--- src/rtl/fetch_unit.sv ---
// fetch_unit: instruction fetch front end with a 2-entry {pc, word} FIFO
// and a single-outstanding-request memory FSM (IDLE / WAIT / DROP).
// Ports:
//   clk, rst          - clock, synchronous active-high reset
//   stop              - hazard stall, holds the FIFO head
//   br, br_target     - taken-branch redirect pulse and its target
//   imem_req/addr     - memory request and word-aligned address
//   imem_ack/rdata    - memory acknowledge and same-cycle data
//   instr/instr_pc    - head instruction and its PC (0 when empty)
//   instr_valid       - head holds a real fetched instruction
module fetch_unit #(
   parameter int              BITS     = 32,
   parameter logic [BITS-1:0] RESET_PC = '0
) (
   input  logic            clk,
   input  logic            rst,
   input  logic            stop,
   input  logic            br,
   input  logic [BITS-1:0] br_target,
   output logic            imem_req,
   output logic [BITS-1:0] imem_addr,
   input  logic            imem_ack,
   input  logic [31:0]     imem_rdata,
   output logic [31:0]     instr,
   output logic [BITS-1:0] instr_pc,
   output logic            instr_valid
);

   typedef enum logic [1:0] {
      IDLE,
      WAIT,
      DROP
   } state_t;

   state_t          state;
   state_t          state_nx;
   logic [BITS-1:0] fetch_pc;
   logic [BITS-1:0] fetch_pc_nx;
   logic [BITS-1:0] addr_nx;
   logic [1:0]      count;
   logic [1:0]      count_nx;
   logic [1:0]      count_pop;
   logic [BITS-1:0] pc0;
   logic [BITS-1:0] pc1;
   logic [31:0]     w0;
   logic [31:0]     w1;
   logic            push;
   logic            pop;
   logic [BITS-1:0] tgt;
   logic [BITS-1:0] addr_inc;

   assign tgt      = br_target & ~BITS'(3);
   assign addr_inc = imem_addr + BITS'(4);
   assign pop      = (count != 2'd0) && !stop && !br;

   // Occupancy once this cycle's pop is taken; decides whether a new
   // request can be issued without risking overflow.
   assign count_pop = count - {1'b0, pop};

   always_comb begin
      state_nx    = state;
      fetch_pc_nx = fetch_pc;
      addr_nx     = imem_addr;
      push        = 1'b0;
      unique case (state)
         IDLE: begin
            if (br) begin
               fetch_pc_nx = tgt;
               addr_nx     = tgt;
               state_nx    = WAIT;
            end else if (count_pop < 2'd2) begin
               addr_nx  = fetch_pc;
               state_nx = WAIT;
            end
         end
         WAIT: begin
            if (imem_ack && br) begin
               fetch_pc_nx = tgt;
               addr_nx     = tgt;
            end else if (imem_ack) begin
               push        = 1'b1;
               fetch_pc_nx = addr_inc;
               if (count_pop == 2'd0) begin
                  addr_nx = addr_inc;
               end else begin
                  state_nx = IDLE;
               end
            end else if (br) begin
               fetch_pc_nx = tgt;
               state_nx    = DROP;
            end
         end
         DROP: begin
            // The stale request must complete before a new one may issue.
            if (imem_ack) begin
               state_nx    = WAIT;
               fetch_pc_nx = br ? tgt : fetch_pc;
               addr_nx     = br ? tgt : fetch_pc;
            end else if (br) begin
               fetch_pc_nx = tgt;
            end
         end
         default: state_nx = IDLE;
      endcase
   end

   always_comb begin
      count_nx = count;
      if (br) begin
         count_nx = 2'd0;
      end else begin
         count_nx = count_pop + {1'b0, push};
      end
   end

   always_ff @(posedge clk) begin
      if (rst) begin
         state     <= IDLE;
         fetch_pc  <= RESET_PC;
         imem_addr <= RESET_PC;
         count     <= 2'd0;
         pc0       <= '0;
         pc1       <= '0;
         w0        <= '0;
         w1        <= '0;
      end else begin
         state     <= state_nx;
         fetch_pc  <= fetch_pc_nx;
         imem_addr <= addr_nx;
         count     <= count_nx;
         if (pop && push) begin
            if (count == 2'd2) begin
               pc0 <= pc1;
               w0  <= w1;
               pc1 <= imem_addr;
               w1  <= imem_rdata;
            end else begin
               pc0 <= imem_addr;
               w0  <= imem_rdata;
            end
         end else if (pop) begin
            pc0 <= pc1;
            w0  <= w1;
         end else if (push) begin
            if (count == 2'd0) begin
               pc0 <= imem_addr;
               w0  <= imem_rdata;
            end else begin
               pc1 <= imem_addr;
               w1  <= imem_rdata;
            end
         end
      end
   end

   assign imem_req    = (state != IDLE);
   assign instr_valid = (count != 2'd0);
   assign instr       = instr_valid ? w0 : 32'h0;
   assign instr_pc    = instr_valid ? pc0 : '0;

endmodule

--- config.mk ---
export PLATFORM = sky130hd
export DESIGN_NAME = fetch_unit
export DESIGN_NICKNAME = d
export VERILOG_FILES = /design/src/rtl/fetch_unit.sv
export SDC_FILE = /design/constraint.sdc
export NUM_CORES = 1
export LEC_CHECK = 0
export BUFFER_PORTS_ARGS = -buffer_cell sky130_fd_sc_hd__buf_2
export CAP_MARGIN = 20
export CORE_ASPECT_RATIO = 1.5
export CORE_MARGIN = 10
export CORE_UTILIZATION = 60
export CTS_CLUSTER_DIAMETER = 50
export DETAILED_ROUTE_END_ITERATION = 12
export GPL_ROUTABILITY_DRIVEN = 1
export PLACE_DENSITY = 0.88
export SYNTH_ARGS = -nofsm -noshare
export SYNTH_HDL_FRONTEND = slang
export SYNTH_SLANG_ARGS = --single-unit
--- constraint.sdc ---
create_clock -name clk -period 3.4 [get_ports clk]
set_clock_uncertainty 0.05 [all_clocks]
set_input_delay 0.51 -clock clk [delete_from_list [all_inputs] [get_ports clk]]
set_output_delay 0.51 -clock clk [all_outputs]
set_load 0.03 [all_outputs]
==> impl_metrics.yaml <==
placement:
  portBuffers: 164
  dp_hpwl_um: 20700
  placed_cells: 1525
  dpl_cell_area_um2: 11000
  place_ws_ps: 900
  place_congestion: 0.995
timing:
  fin_tns_setup_ps: 0
  drv_slew: 0
  rsz0062_at_grt: "no"
  final.min_clock_period_ps: 2790
  worst_slack_ps: 608
  period_share_pct: 82.1
  fmax_mhz: 358
  hold_ws_ps: 273
  worst_pin_slew_ps: 1100
  finalHoldViolCount: 0
  final-setup-viol-count: 0
  relSlewSlack_pct: 26.6
route:
  wl_per_cell_um: 19.5
  wl_um: 30300
  first_pass_iters: 6
  drc: 0
  ant_nets: 0
  drtIter0Drc: 1401
  num_vias: 9889
  viasPerCell: 6.36
yosys:
  syn_inst: 1225
  seq_area_frac_synth_pct: 39.0
  yosys_warnings: 0
  ys_seq_elements: 196
  avgSynthCellArea_um2: 8.21
  async_flop_share_pct: 0
  yosys_most_used_dff: "dfxtp_1"
  synth_cell_types: 73
  synth-edff-count: 0
  syn_area_um2: 10100
  syn_nets: 1296
min_path:
  hold_path.class: "in2reg"
  whs_path_depth: 3
cells_and_area:
  final_common_cell: "dfxtp_1"
  finish.instance_area_um2: 11600
  fin_cells: 1554
  fin_nets: 1409
  final_cell_mix: "196 x dfxtp_1, 173 x nand2_1, 163 x buf_2"
  area_growth_pct: 15.3
  drive_gt1_share_pct: 19.6
run_status:
  status: "complete, no violations"
cts:
  root_buffer: "clkbuf_16"
  cts_num_sinks: 196
  cts.clk_slew.worst_paths_ps: 70
  post_cts_buffers: 0
  clk_path_buf_depth: 2
  cts_hold_buf: 0
  cts_resized: 0
  clock_latency_ps: 430
  cts-htree-levels: 4
  tritoncts: "built"
  cts_buffers: 17
job:
  maxCapViolations: 0
floorplan:
  core_um2: 16300
  rows: 57
  initial_utilization_pct: 61.6
  die_area_um2: 22500
  die_width_um: 126
  io-pin-count: 167
  die_height_um: 179
global_route:
  grt_pass1_vias: 9473
  grt_first_pass_wirelength_um: 47900
  overflow: 0
  antenna_found_initial: 0
  grt_max_degree: 129
  grt_usage_pct: 25.7
setup_path:
  path_max_fanout: 40
  reg2reg_depth: 5
  crit_required_ps: 2840
  crit_arrival_ps: 2230
  endpoint_kind: "output port"
  startpoint_type: "flop"
  path_class: "reg2out"
pwr:
  p_leak_nw: 4.36
  irDropWorstVdd_mv: 0.278
  power_density_nw_per_um2: 469
## state kept, by name, summed over array words and instances (netlist names)
name,count
state,2
count,2
w1,32
fetch_pc,32
imem_addr,32
w0,32
pc0,32
pc1,32
## final cells by class
class,instances,area [um^2]
Sequential cell,196,3920
Antenna cell,1,2.50
Timing Repair Buffer,207,1200
Tap cell,206,258
Fill cell,1278,4730
Clock buffer,20,457
Clock inverter,8,129
Inverter,21,78.8
Multi-Input combinational cell,895,5560
## where the power goes
group | switching, mW | internal (mW) | leakage, nW
registers | 0.150 | 2.41 | 1.60
logic | 0.528 | 0.311 | 2.48
clock network | 0.859 | 1.18 | 0.284
## cell families (layout without fill, tap and decap cells)
logic type / count (synthesis) / count (layout) / share of synthesized area [%]
adder cells (fa/ha/maj): 2 / 2 / 0.249
other: 0 / 1 / 0
AND/OR/NAND/NOR: 432 / 432 / 20.7
AO/OA/AOI/OAI: 360 / 360 / 24.1
XOR/XNOR: 22 / 22 / 1.91
flip-flops: 196 / 196 / 39.0
multiplexers: 79 / 79 / 7.93
buffers and inverters: 134 / 256 / 6.09
## cells in the mapped netlist (4+ instances only)
master | n | area (um^2)
a22oi_1 | 23 | 173
nand3_1 | 20 | 100
nand2b_1 | 10 | 62.6
mux2i_1 | 73 | 731
or4_1 | 4 | 30.0
nand4_1 | 9 | 56.3
o221ai_1 | 6 | 52.6
a31oi_1 | 7 | 43.8
and2_1 | 67 | 419
o211ai_1 | 5 | 37.5
nor2_1 | 108 | 405
o22ai_1 | 22 | 138
buf_6 | 6 | 67.6
a21o_1 | 4 | 30.0
xnor2_1 | 15 | 131
and4_1 | 6 | 52.6
xor2_1 | 7 | 61.3
nor3_1 | 8 | 40.0
mux2_2 | 6 | 67.6
a211oi_1 | 70 | 526
buf_2 | 38 | 190
nand2_1 | 174 | 653
o31a_1 | 8 | 70.1
clkbuf_1 | 61 | 229
o32ai_1 | 19 | 166
a21oi_1 | 112 | 561
dfxtp_1 | 196 | 3920
a222oi_1 | 8 | 80.1
o21a_1 | 4 | 30.0
o21ai_0 | 33 | 165
inv_1 | 19 | 71.3
buf_4 | 4 | 30.0
## worst paths after layout
path,slack [ps],end,start
worst min-delay path,270,w1[0],imem_rdata[0]
worst min register to register,400,pc1[9],pc1[9]
worst max-delay path,610,instr_pc[15],count[0]
worst max register to register,790,imem_addr[8],state[1]
## critical path: stages (launching register included)
cell and delay [ps]:
dfxtp_1 440, or2_2 510, buf_4 410, and2_1 210
buf_2 210
## through the flow
step | utilization [%] | power [mW]
2_1_floorplan | - | 3.14
3_3_place_gp | 67.5 | 3.39
5_1_grt | 71.0 | 5.62
3_5_place_dp | 67.5 | 3.42
6_report | 71.1 | 5.44
4_1_cts | 71.0 | 5.44
## per-layer routing
layer  track usage [%]  share of wire, %  routed length [um]
met3              6.09               8.7                2630
met4              15.4               5.0                1510
met2              43.0                49               14700
met1              29.3                38               11400
met5                 0                 0                   0
(Power assumes the default switching activity.)
